==> src/rtl/fifo.sv <==
// Synchronous single-clock FIFO with registered read data and full/empty flags.
// The pointers carry one extra wrap bit, so full and empty come straight from comparing them.
module fifo #(
  parameter int DATA_WIDTH = 8,
  parameter int DEPTH      = 16,
  parameter int ADDR_WIDTH = 4
) (
  input  logic                  clk,
  input  logic                  rst,
  input  logic                  wr,
  input  logic                  en,
  input  logic [DATA_WIDTH-1:0] data_in,
  output logic [DATA_WIDTH-1:0] data_out,
  output logic                  full,
  output logic                  empty
);

  logic [DATA_WIDTH-1:0] r_mem [DEPTH];
  logic [ADDR_WIDTH:0]   r_wr_ptr;
  logic [ADDR_WIDTH:0]   r_rd_ptr;
  logic [DATA_WIDTH-1:0] r_data_out;

  logic w_full;
  logic w_empty;
  logic w_rd_accept;
  logic w_wr_accept;

  assign w_empty = (r_wr_ptr == r_rd_ptr);
  assign w_full  = (r_wr_ptr[ADDR_WIDTH] != r_rd_ptr[ADDR_WIDTH]) &&
                   (r_wr_ptr[ADDR_WIDTH-1:0] == r_rd_ptr[ADDR_WIDTH-1:0]);

  // A read in the same cycle frees a slot, so a write into a full FIFO is still accepted.
  assign w_rd_accept = en & ~w_empty;
  assign w_wr_accept = wr & (~w_full | w_rd_accept);

  // NOTE: storage has no reset; the pointers alone decide which entries are valid,
  // and leaving the array unreset lets it map onto plain RAM.
  always_ff @(posedge clk) begin
    if (w_wr_accept) begin
      r_mem[r_wr_ptr[ADDR_WIDTH-1:0]] <= data_in;
    end
  end

  // NOTE: every register here uses <=, so all of them update from the values
  // they held before the edge.
  always_ff @(posedge clk) begin
    if (!rst) begin
      r_wr_ptr   <= '0;
      r_rd_ptr   <= '0;
      r_data_out <= '0;
    end else begin
      if (w_wr_accept) begin
        r_wr_ptr <= r_wr_ptr + 1'b1;
      end
      if (w_rd_accept) begin
        r_rd_ptr   <= r_rd_ptr + 1'b1;
        r_data_out <= r_mem[r_rd_ptr[ADDR_WIDTH-1:0]];
      end
    end
  end

  assign data_out = r_data_out;
  assign full     = w_full;
  assign empty    = w_empty;

endmodule

==> config.mk <==
export PLATFORM = sky130hd
export DESIGN_NAME = fifo
export DESIGN_NICKNAME = d
export VERILOG_FILES = /design/src/rtl/fifo.sv
export SDC_FILE = /design/constraint.sdc
export NUM_CORES = 1
export LEC_CHECK = 0
export CORE_MARGIN = 3
export CORE_UTILIZATION = 54
export DETAILED_ROUTE_END_ITERATION = 16
export PLACE_DENSITY = 0.79
export SETUP_SLACK_MARGIN = 0.1
export SKIP_LAST_GASP = 1
export SLEW_MARGIN = 25
export SYNTH_ARGS = -nofsm -noshare
export SYNTH_HDL_FRONTEND = slang
export SYNTH_SLANG_ARGS = --single-unit
==> constraint.sdc <==
create_clock -name clk -period 2.1 [get_ports clk]
set_input_delay 0.315 -clock clk [delete_from_list [all_inputs] [get_ports clk]]
set_output_delay 0.315 -clock clk [all_outputs]
set_load 0.01 [all_outputs]
==> metrics.csv, run 1 <==
metric,value,unit
status,completed,
slew_violations,0,
synth_compound_area_frac,0.0468,
fin_tns_setup,0,ps
ctsHtreeMaxLevel,4,
layout.cells.non_filler,547,
worstSkewPairLatency,520,ps
worstMarginPinSlew,800,ps
syn_area,0.00594,mm2
synth_commonest_cells,"128 x edfxtp_1, 18 x dfxtp_1, 17 x a21oi_1",
clkTransAtPathRegs,60,ps
synth_edf_count,128,
slowest_delay,340,ps
io_buffers,21,
dpl_cell_area,0.00649,mm2
hold_viol,0,
muxShareOfSynthArea,0.133,
fin_crit_sh,0.948,
relSlewSlack,0.465,
slowest_stage,dfxtp_2,
fin_crit,1990,ps
cts-buffers-inserted,17,
cts_num_sinks,146,
vias_per_cell,5.99,
initial_utilization,0.565,
final_util,0.681,
setup_viol,0,
synth_top_family_by_area,multiplexers,
irDropWorstVdd,1120,uV
dp_cells,508,
grt_pass1_wl,19.4,mm
r2r_start,r_rd_ptr[1],
yosysTopAreaCellShare,0.647,
rsz0062_at_grt,yes,
grt_overflow,0,
n_fill_cell,644,
drv_cap,0,
yosys_warnings,0,
clock-root-buffer,clkbuf_8,
route.detailed.drc,0,
synth_fa_ha_area_frac,0.0105,
synth_most_common_cell,edfxtp_1,
startpoint_type,flip-flop,
design_area,0.00715,mm2
cts.path.max_buffers,2,
routabilityCongestion,0.782,
die_area,0.0123,mm2
grt_usage,0.212,
syn_avg_cell_area,17.7,um2
hp-class,flip-flop to flip-flop,
crit_chain,xor2_2 -> nor4_4 -> nor2b_2 -> buf_2,
grt_max_degree,53,
diodes,0,
synth.largest_area_cell,edfxtp_1,
synth-seq-cells,146,
place_hpwl,7.65,mm
reg2reg_setup_slack,170,ps
yosys.area_share.simple,0.0609,
power.density,990,mW/mm2
power_leakage,2.49,nW
wl_per_cell,22.5,um
crit_fanout,3,
skew,5.83,ps
critPathLaunch,r_wr_ptr[3],
fp.dieW,111,um
drive_above_1_share,0.294,
synth_ff_type,edfxtp_1,
synth_cell_type_count,33,
die_h,111,um
worstSetupPathType,flip-flop to primary output,
synth_area_leaders,"edfxtp_1 65%, dfxtp_1 6.1%, mux4_2 6.1%",
syn_nets,352,
synthCells,335,
reg2reg_to,data_out[2],
timing.fmax,502,MHz
cp-endpoint,full,
core_area,0.0105,mm2
antenna_found_initial,0,
ff2ff_path_depth,5,
syn_to_final_growth,20.5,%
cts_tree,done,
yosysSeqAreaShare,0.708,
nets,415,
num_vias,3278,
routed_wirelength,12.3,mm
ctsHoldBuffers,0,
cp.required,1780,ps
crit_path_end_kind,primary output,
io_pins,22,
synth-async-reset-ratio,0,
synth_xor_area_frac,0.0148,
regArea,0.00421,mm2
ant_nets,0,
dr.pass1.iters,6,
rows,37,
first_global_vias,3237,
dr.first_iter.drc_count,349,
crit_arrival,1680,ps
multiInputGateArea,0.00160,mm2
[layout by cell type, fill, tap and decap left out, types with 9 or more instances in the layout]
cell             instances
dfxtp_1                 14
mux2_2                  16
mux4_2                  17
clkdlybuf4s50_1         19
nor3_1                   9
clkbuf_16               16
and3_1                  12
a21oi_1                 17
edfxtp_1               128
nor2b_1                 13
buf_4                   40
[where the power goes]
group	leakage, nW	internal, mW	switching [mW]
logic	0.899	0.390	0.428
registers	1.31	3.24	0.0368
clock network	0.287	1.82	1.17
total	2.49	5.44	1.64
[how the worst min path moves through the flow]
stage | to | cells past startpoint | slack, ps | from
floorplan | r_mem[0][0] | 0 | 410 | data_in[0]
finish | data_out[7] | 2 | 550 | data_out[7]
global placement | data_out[0] | 2 | 520 | data_out[0]
detailed placement | data_out[1] | 2 | 530 | data_out[1]
global route | r_mem[15][4] | 2 | 580 | data_in[4]
CTS | data_out[2] | 2 | 550 | data_out[2]
[repair_timing]
action	in CTS	in global routing
setup endpoints to repair	3	4
resized for setup	12	4
pin swaps	2	2
setup buffers	1	6
gates cloned	0	0
[sequential cells by signal, summed over array words and instances, names as in the netlist]
register,flops
data_out,8
r_wr_ptr,5
r_mem,128
r_rd_ptr,5
[per-layer routing]
layer / wire [um] / share of wire / vias to the layer above / global-route usage
met5: 0 / 0 / - / 0
met3: 945 / 0.077 / 16 / 0.0600
met2: 5710 / 0.46 / 148 / 0.307
met1: 5470 / 0.44 / 1656 / 0.318
li1: - / - / 1458 / -
met4: 175 / 0.014 / 0 / 0.0608
[stage by stage]
stage          hold slack (ps)  power, mW  setup slack (ps)
2_1_floorplan              414       3.82               119
3_3_place_gp               517       4.09               184
3_5_place_dp               528       4.11              94.4
4_1_cts                    549       7.10               108
5_1_grt                    582       7.33              27.2
6_report                   551       7.08               109
[cells by family (layout without fill, tap and decap cells)]
logic type	after synthesis	after routing
flops	146	146
simple gates	61	61
compound gates	46	46
mux	44	44
buf+inv	23	99
xor+xnor	10	10
fa+ha+maj	5	5
[critical path, delay by kind of cell (launching register included)]
kind                   cells  cell delay, ps
AND/OR/NAND/NOR            2             500
XOR/XNOR                   1             180
buffers and inverters      1             130
flip-flops                 1             340
[final cells by class]
| class | count | area share |
|---|---|---|
| timing repair buffer | 65 | 0.0800 |
| sequential | 146 | 0.589 |
| clock buffer | 17 | 0.0579 |
| clock inverter | 15 | 0.0252 |
| inverter | 2 | 0.00105 |
| tap | 136 | 0.0238 |
| multi-input combinational | 166 | 0.224 |
(Power assumes the default switching activity.)
==> run 2, diff against run 1 <==
- MAX_ROUTING_LAYER: default -> met4
==> run 2 against run 1 <==
  * Register-to-register slack barely moved
  * Global-route usage rose by 0.62 points
  * Fmax rose by 0.32%
  * Sequential power barely moved
  * Die area did not move
  * Clock skew rose by 11 ps
  * Via count rose by 1.6%
  * Utilization did not move
  * Sequential share of layout area did not move
  * Power barely moved
  * Critical path type unchanged
  * Critical endpoint unchanged
  * Largest power group unchanged
==> metrics.csv, run 2 (same netlist as run 1, synthesis figures left out) <==
metric,value,unit
final_common_cell,edfxtp_1,
status,completed,
rsz0062_at_grt,yes,
power_leakage,2.49,nW
fin_crit,1980,ps
grt_usage,0.218,
ctsHtreeMaxLevel,4,
crit_fanout,3,
nets,415,
cp.required,1780,ps
final_util,0.681,
route.detailed.drc,0,
design_area,0.00715,mm2
antenna_found_initial,0,
core_area,0.0105,mm2
first_global_vias,3228,
worstSkewPairLatency,540,ps
crit_chain,xor2_2 -> nor4_4 -> nor2b_2 -> buf_2,
worstMarginPinSlew,757,ps
worstSetupPathType,flip-flop to primary output,
dpl_cell_area,0.00649,mm2
skew,16.3,ps
syn_to_final_growth,20.5,%
slowest_stage,dfxtp_2,
vias_per_cell,6.09,
wl_per_cell,22.6,um
whs,551,ps
grt_overflow,0,
cts-buffers-inserted,17,
cts_num_sinks,146,
hold_viol,0,
ant_nets,0,
relSlewSlack,0.494,
drv_cap,0,
drive_above_1_share,0.294,
routabilityCongestion,0.792,
num_vias,3331,
crit_path_end_kind,primary output,
fp.dieW,111,um
die_area,0.0123,mm2
clkTransAtPathRegs,60,ps
final_cell_mix,"128 x edfxtp_1, 40 x buf_4, 19 x clkdlybuf4s50_1, 17 x mux4_2, 17 x a21oi_1",
fin_crit_sh,0.945,
startpoint_type,flip-flop,
power.density,991,mW/mm2
slowest_delay,340,ps
slew_violations,0,
place_hpwl,7.65,mm
dr.pass1.iters,5,
io_buffers,21,
cts.path.max_buffers,2,
largest_register_ffs,128,
rows,37,
ctsHoldBuffers,0,
irDropWorstVdd,1120,uV
fin_tns_setup,0,ps
path_buf_inv,1,
initial_utilization,0.565,
setup_viol,0,
cts_tree,done,
timing.fmax,504,MHz
die_h,111,um
grt_pass1_wl,19.4,mm
crit_family,simple AND/OR/NAND/NOR gates,
diodes,0,
routed_wirelength,12.4,mm
layout.cells.non_filler,547,
grt_max_degree,53,
dp_cells,508,
dr.first_iter.drc_count,309,
clock-root-buffer,clkbuf_8,
hp-class,flip-flop to flip-flop,
io_pins,22,
crit_arrival,1670,ps
==> run 2: cell counts in the layout (fill, tap and decap cells not counted) <==
Identical to the previous run, type by type.
==> run 2: worst paths after layout <==
kind / startpoint / to / slack [ps] / cells after the start
max reg2reg: r_rd_ptr[1] / data_out[2] / 170 / 5
max: r_wr_ptr[3] / full / 120 / 4
min: data_out[7] / data_out[7] / 550 / 2
min reg2reg: data_out[7] / data_out[7] / 550 / 2
==> run 2: routing by layer <==
metal	wire length, um	track usage	part of all wire	vias to the layer above
li1	-	-	-	1460
met1	5540	0.319	0.45	1708
met2	5790	0.307	0.47	151
met3	914	0.0584	0.074	12
met4	133	0.0632	0.011	0
met5	0	-	0	-
==> run 2: cell type report <==
type,instances,area (um2)
inverter,2,7.51
fill,644,3360
multi-input combinational,166,1600
tap,136,170
clock inverter,15,180
sequential,146,4210
timing repair buffer,65,572
clock buffer,17,414
==> run 2: per-stage QoR <==
stage               worst slack, ps  power [mW]
CTS                             108        7.10
detailed placement             94.4        4.11
floorplan                       119        3.82
global placement                184        4.09
finish                          116        7.08
global route                   27.8        7.33
==> run 2: what timing repair did <==
item                                    in CTS  in global routing
resized for setup                           12                  4
endpoints found under the setup margin       3                  4
buffers inserted                             1                  6
pin swaps                                    2                  2
==> run 2: tightest hold or removal path: cells and delay by family, from the launching register on <==
kind / cells / cell delay (ps)
flops: 1 / 320
compound gates: 2 / 190
==> run 2: power by group <==
group	switching (mW)	total (mW)	leakage (nW)	internal [mW]
clock	1.18	3.00	0.287	1.82
sequential	0.0369	3.27	1.31	3.24
combinational	0.427	0.816	0.899	0.390
==> run 3, diff against run 2 <==
- GPL_TIMING_DRIVEN: default -> 0
==> run 3 against run 2 <==
  * Register-to-register slack worse by 90 ps
  * Power grew 2.2%
  * Highest routed layer unchanged
  * Final cell count is 0.91% lower
  * Critical path depth is 1 higher
  * Largest cell class unchanged
  * Combinational power is 25% higher
  * Utilization rose by 1.7 points
  * Fmax is 5.1% lower
==> metrics.csv, run 3 (same netlist as run 1, synthesis figures left out) <==
metric,value,unit
cp.required,1780,ps
relSlewSlack,0.515,
cts.path.max_buffers,2,
dp_cells,492,
io_buffers,21,
crit_fanout,4,
io_pins,22,
worstMarginPinSlew,725,ps
met3_length,1.12,mm
nets,410,
worstSkewPairLatency,530,ps
fin_crit,2090,ps
drive_above_1_share,0.367,
num_vias,3259,
total_power,7.24,mW
cts_num_sinks,146,
rows,37,
status,completed,
place_hpwl,7.39,mm
ctsHtreeMaxLevel,4,
grt_max_degree,17,
syn_to_final_growth,23.5,%
top_layer,met4,
routed_wirelength,12.9,mm
die_area,0.0123,mm2
first_global_vias,3274,
route.detailed.drc,0,
ff2ff_path_depth,8,
grt_pass1_wl,19.1,mm
antenna_found_initial,0,
crit_path_end_kind,primary output,
skew,11.1,ps
multiInputGateArea,0.00180,mm2
dr.pass1.iters,4,
diodes,0,
grt_overflow,0,
layout.cells.non_filler,542,
rsz0062_at_grt,yes,
timing.fmax,478,MHz
initial_utilization,0.565,
clkTransAtPathRegs,70,ps
routabilityCongestion,0.828,
reg2reg_to,data_out[6],
startpoint_type,flip-flop,
regArea,0.00421,mm2
wl_per_cell,23.8,um
power_leakage,2.46,nW
slew_violations,0,
die_h,111,um
design_area,0.00733,mm2
cts-buffers-inserted,17,
whs_endpoint,r_rd_ptr[3],
worstSetupPathType,flip-flop to primary output,
fp.dieW,111,um
r2r_start,r_rd_ptr[1],
power.density,988,mW/mm2
hp-class,input port to flip-flop,
fin_crit_sh,0.996,
setup_viol,0,
ant_nets,0,
cts_tree,done,
grt_usage,0.218,
vias_per_cell,6.01,
final_common_cell,edfxtp_1,
wl_met1,5.09,mm
min_path_cells,3,
clock-root-buffer,clkbuf_8,
min-delay-start,rst,
reg2reg_setup_slack,80,ps
final_util,0.697,
hold_viol,0,
drv_cap,0,
n_fill_cell,617,
whs,441,ps
dr.first_iter.drc_count,287,
largest_register_ffs,128,
met2_length,6.51,mm
irDropWorstVdd,749,uV
crit_arrival,1780,ps
core_area,0.0105,mm2
final_cell_mix,"128 x edfxtp_1, 21 x mux4_2, 19 x clkdlybuf4s50_1, 17 x clkbuf_16, 17 x buf_4",
dpl_cell_area,0.00632,mm2
[run 3: cell count changes in the layout (fill, tap and decap cells not counted), sizes merged]
cell	delta
buf	-14
inv	+2
clkinv	-3
clkbuf	+11
bufinv	-1
[run 3: stage by stage]
step	setup TNS [ps]	setup slack, ps
global route	-101	-89.7
floorplan	0	119
detailed placement	-27940	-396
finish	0	8.67
CTS	-4.60	-4.60
global placement	-23560	-334
[run 3: final cells by class]
cell class / instances / area share
plain buffers: 21 / 0.0275
clock buffers: 19 / 0.0589
clock inverters: 13 / 0.0205
inverters: 2 / 0.00102
multi-input cells: 166 / 0.246
flip-flops and latches: 146 / 0.575
well taps: 136 / 0.0232
repair buffers: 39 / 0.0481
[run 3: worst max-delay path by stage]
stage / startpoint / cells after the start / slack (ps) / to
after CTS: r_wr_ptr[1] / 5 / -5 / empty
after global placement: en / 5 / -330 / r_mem[4][3]
final: r_wr_ptr[1] / 5 / 9 / empty
after global routing: r_wr_ptr[0] / 5 / -90 / empty
after floorplan: r_rd_ptr[2] / 5 / 120 / r_mem[3][0]
after detailed placement: en / 4 / -400 / r_mem[3][6]
[run 3: critical path, stage by stage, from the launching register on]
cell	delay, ps
dfxtp_4	360
xor2_2	180
nor4_4	310
buf_4	160
and2_1	110
buf_2	120
[run 3: per-layer routing]
metal,global-route usage,vias to the layer above
met1,0.287,1672
met2,0.335,135
li1,-,1432
met4,0.0657,0
met3,0.0633,20
met5,-,-
[run 3: timing repair]
| action | in CTS | in global routing |
|---|---|---|
| setup endpoints to repair | 139 | 99 |
| cloned | 0 | 1 |
| buffers inserted | 3 | 14 |
| pin swaps | 2 | 5 |
| hold buffers | 0 | 0 |
| gates resized for setup | 52 | 42 |
[run 3: report_power, final]
group,switching (mW),internal [mW]
sequential,0.0471,3.24
clock,1.20,1.74
combinational,0.518,0.499
==> patch 1 (flow settings as in run 3) <==
`ADDR_WIDTH`: 4 -> 3.
--- a/src/rtl/fifo.sv
+++ b/src/rtl/fifo.sv
@@ -3,7 +3,7 @@
 module fifo #(
   parameter int DATA_WIDTH = 8,
   parameter int DEPTH      = 16,
-  parameter int ADDR_WIDTH = 4
+  parameter int ADDR_WIDTH = 3
 ) (
   input  logic                  clk,
   input  logic                  rst,
Behaviour: not the same (Yosys sat finds a counterexample within 10 cycles, from zero or initial values and one cycle with rst low).
==> patch 1 against run 3 <==
- sequential cell count down 66
- area after synthesis down 45%
- utilization down 0.59 points
- total power down 52%
- cell count down 43%
- final area down 46%
- die area down 43%
- register-to-register slack better by 0.08 ns
- worst setup slack better by 0.10 ns
- maximum frequency up 5.1%
- first-iteration DRC count down 49%
- routed wire length down 50%
- critical path type unchanged
==> patch 1: results (changes against run 3) <==
Outcome
  – Status: finished, final reports clean

Min path
  – Hold EP: r_wr_ptr[3]

Critical path
  – Reg-to-reg startpoint: r_wr_ptr[2]
  – R2R Path End: r_mem[1][1]
  – Slack of the worst reg-to-reg path: 0.16 ns (+0.08 ns)
  – Crit path from: r_rd_ptr[2]
  – Arr. time, crit path: 1.67 ns (-0.11 ns)
  – Worst Reg-to-Reg Cells: 7 (-1)
  – Critical Path Fanout Max: 10 (+6)

Route
  – Drt total wl: 6.50 mm (-50%)
  – WL met3: 372 µm (-67%)
  – DR top layer: met4
  – Metal-1 WL: 2.78 mm (-45%)
  – Vias per cell: 5.90 (-1.8%)
  – Initial DRC Count: 145 (-49%)

Layout
  – Largest register FFs: 64 (-50%)
  – Fin nets: 246 (-40%)
  – Share of layout cells above drive strength 1: 0.295 (-0.0716)

Clock tree
  – Post-CTS sizing: 17 (-67%)
  – CTS Buf Count: 9 (-8)
  – Post-CTS Setup Inserts: 4 (+1)
  – Worst skew pair latency: 0.35 ns (-0.18 ns)
  – CTS H-tree depth: 3 (-1)

Power and ir drop
  – Max IR drop VDD: 0.000611 V (-18%)
  – Lkg Pwr: 1.31 nW (-47%)

Timing
  – Worst slew pin tran: 0.722 ns (-0.00301 ns)
  – Max Clk Rate: 0.503 GHz (+5.1%)
  – Clock skew: 0.00864 ns (-0.00248 ns)

Synth
  – Synth Area in Adders: 0.00769 (-0.00285)
  – Mux cell area share after synthesis: 0.151 (+0.0175)
  – Synth Area in Compound Gates: 0.0492 (+0.00241)
  – XOR/XNOR Fraction of Synth Area: 0.0265 (+0.0118)
  – Yosys cell types: 30 (-9.1%)
  – Top post-synthesis cells by count: edfxtp_1 (64), dfxtp_1 (16), mux4_2 (16), mux2i_1 (13), a21oi_1 (11)
  – Net Count, Synth: 203 (-42%)
  – EDFF count, synth: 64 (-50%)
  – Top cells by area, synth: edfxtp_1 (59%), mux4_2 (11%), dfxtp_1 (9.8%), mux2i_1 (4.0%), buf_6 (1.7%)

Global routing
  – Largest net degree at the start of global routing: 14 (-3)
  – M1 GR Usage: 0.265 (-0.0214)
  – Number of global-route vias before repair: 1731 (-47%)
  – Global-route wire length before repair: 9.83 mm (-49%)
  – GR Util met3: 0.0464 (-0.0169)
  – Antenna violations before repair: 0 (unchanged)
  – Grt met2 use: 0.292 (-0.0424)

Place
  – Post-place instance area: 0.00359 mm² (-43%)
  – Pre-CTS WS: -0.176 ns (+0.220 ns)
  – GP Congestion: 0.864 (+4.4%)
  – IO buf count: 20 (-4.8%)
  – Dpl cells: 282 (-43%)
## patch 1: logic make-up after synthesis
kind of cell,Yosys count
flops,80
mux,29
simple gates,27
compound gates,25
buf+inv,17
xor+xnor,9
fa+ha+maj,2
## patch 1: final cells by class
type | count | area [µm²]
Tap cell | 72 | 90.1
Clock buffer | 12 | 135
Clock inverter | 4 | 30.0
Multi-Input combinational cell | 92 | 1010
Timing Repair Buffer | 32 | 284
Fill cell | 370 | 1750
Sequential cell | 80 | 2240
Buffer | 12 | 111
Inverter | 5 | 20.0
## patch 1: worst max-delay path, cell delays in order, from the launching register on
cell	delay [ns]
dfxtp_2	0.35
buf_6	0.15
buf_6	0.16
xor2_1	0.17
nor4_1	0.30
clkbuf_2	0.19
## patch 1: where the power goes
| part | internal, mW | switching (mW) | total (mW) |
|---|---|---|---|
| Clock | 0.435 | 0.552 | 0.987 |
| Sequential | 1.79 | 0.0432 | 1.83 |
| Combinational | 0.337 | 0.310 | 0.647 |
==> patch 2 (settings of run 3) <==
Without the edit above. Reset style: asynchronous (`rst`), changed in one clocked block.
--- a/src/rtl/fifo.sv
+++ b/src/rtl/fifo.sv
@@ -43,7 +43,7 @@
 
   // NOTE: every register here uses <=, so all of them update from the values
   // they held before the edge.
-  always_ff @(posedge clk) begin
+  always_ff @(posedge clk or negedge rst) begin
     if (!rst) begin
       r_wr_ptr   <= '0;
       r_rd_ptr   <= '0;
Formal check against the unedited RTL: differs if rst is asserted again (counterexample within 4 cycles, from zero or initial values and one cycle with rst low); with rst held inactive, the same outputs for 10 cycles.
==> patch 2 against run 3 <==
- the flow now finishes with violations (negative setup slack)
- cell count fell by 4.2%
- routed wire length rose by 6.3%
- area after synthesis grew 0.67%
- worst setup slack got worse by 0.095 ns
- sequential cell count unchanged
- first-iteration DRC count up 1.4%
- final area rose by 2.7%
- critical path type is now flop to flop
Power is not compared: it rests on default switching activity, and its combinational part moved more than twofold at a synthesized area within 25%.
==> patch 2: results (changes against run 3) <==
Place
  – Post-place instance area: 0.00638 mm² (+0.97%)
  – Final HPWL DP: 7.63 mm (+3.3%)
  – IO buf count: 21 (unchanged)
  – GP Congestion: 0.820 (-0.99%)
  – Pre-CTS WS: -0.604 ns (-0.208 ns)
  – Dpl cells: 463 (-5.9%)

Synth
  – Yosys cell types: 28 (-15%)
  – Net Count, Synth: 323 (-8.2%)
  – Register area share after synthesis: 0.718 (+0.0103)
  – Async SR Flop Fraction: 0.123 (+0.123)
  – Gate Count Post-Synth: 306 (-8.7%)
  – Top cells by area, synth: edfxtp_1 (64%), dfrtp_1 (7.5%), mux4_1 (6.2%), mux4_2 (3.8%), mux2_2 (3.4%)
  – Top post-synthesis cells by count: edfxtp_1 (128), dfrtp_1 (18), mux2_2 (18), mux2i_1 (16), nor2_1 (15)
  – Warnings, synthesis: 0 (unchanged)
  – EDFF count, synth: 128 (unchanged)

Layout
  – Share of layout cells above drive strength 1: 0.360 (-0.00668)
  – Fin nets: 388 (-5.4%)
  – FF/Latch Area: 0.00430 mm² (+2.0%)
  – Largest register FFs: 128 (unchanged)
  – Fillers: 608 (-1.5%)
  – Antenna fix cells: 0 (unchanged)

Route
  – DR vias: 3277 (+0.55%)
  – Pre-Repair DR Iteration Count: 5 (+1)
  – Met2 wire length: 6.99 mm (+7.3%)
  – Drt total wl: 13.7 mm (+6.3%)
  – Metal-1 WL: 5.47 mm (+7.4%)
  – Drt wl/cell: 26.5 µm (+11%)
  – Initial DRC Count: 291 (+1.4%)
  – DR top layer: met4
  – WL met3: 1.04 mm (-7.2%)

Global routing
  – Global-route wire length before repair: 20.1 mm (+4.9%)
  – Antenna violations before repair: 0 (unchanged)
  – Grt met2 use: 0.353 (+0.0185)
  – GR Util met3: 0.0480 (-0.0153)
  – Largest net degree at the start of global routing: 19 (+2)
  – Gr usage total: 0.231 (+0.0125)
  – M1 GR Usage: 0.307 (+0.0198)

Timing
  – Setup TNS: -2.93 ns (-2.93 ns)
  – Setup-failing EPs final: 54 (+54)
  – Relative slew margins: 0.371 (-0.144)
  – Setup slack after layout: -0.0867 ns (-0.0954 ns)
  – Clock skew: 0.00839 ns (-0.00273 ns)

Critical path
  – Critical Path Fanout Max: 10 (+6)
  – Arr. time, crit path: 2.60 ns (+0.82 ns)
  – Worst Reg-to-Reg Cells: 6 (-2)
  – Worst setup path endpoint: data_out[1]
  – Crit path from: r_rd_ptr[1]

Outcome
  – Status: finished, violations left
  – Failing checks: negative setup slack

Clock tree
  – Worst-path clk slew: roughly 0.060 ns
  – Clock Tree Buf Depth: 2 (unchanged)
  – Worst skew pair latency: 0.53 ns (about the same)

Power and ir drop
  – Max IR drop VDD: roughly 0.00066 V
  – Lkg Pwr: roughly 2.6 nW

Min path
  – Hold Crit Class: input port to async pin
[patch 2: cell types whose count changed after synthesis, sizes merged, moves of 10 or more]
cell,change
nor2,+13
nor2b,-13
dfxtp,-18
a21oi,-17
mux2i,+12
xnor2,+10
dfrtp,+18
[patch 2: final cells by class]
cell class              count  area share
plain buffers              14      0.0170
inverters                   3     0.00183
repair buffers             49      0.0697
well taps                 136      0.0226
clock inverters            13      0.0223
flip-flops and latches    146       0.571
clock buffers              18      0.0555
multi-input cells         140       0.240
[patch 2: how the worst min path moves through the flow]
stage | from | to | slack (ns)
6_report | rst | r_wr_ptr[2] | 0.29
5_1_grt | rst | r_wr_ptr[2] | 0.35
4_1_cts | rst | r_wr_ptr[0] | 0.32
3_5_place_dp | data_out[3] | data_out[3] | 0.50
3_3_place_gp | data_out[6] | data_out[6] | 0.49
2_1_floorplan | rst | data_out[0] | 0.02
[patch 2: timing repair]
action,in CTS,in global routing
setup buffers,20,7
resized for setup,67,24
gates cloned,1,0
pin swaps,7,9
setup endpoints to repair,143,141
[patch 2: cell families after synthesis]
family | after synthesis | share of synthesized area
simple gates | 36 | 0.0297
flops | 146 | 0.718
buf+inv | 20 | 0.0174
xor+xnor | 14 | 0.0205
compound gates | 27 | 0.0435
mux | 58 | 0.160
fa+ha+maj | 5 | 0.0105
[patch 2: power breakdown]
part	switching (mW)	internal (mW)	total, mW
clock network	1.11	1.90	3.01
logic	2.10	2.07	4.17
registers	0.352	3.61	3.96
total	3.56	7.58	11.1
[patch 2: worst max-delay path: stages (launching register included)]
cell and delay, ns:
dfrtp_1 0.38, buf_4 0.15, buf_12 0.14, mux4_2 0.55
mux2_4 0.32, a22o_1 0.26, mux2_2 0.27
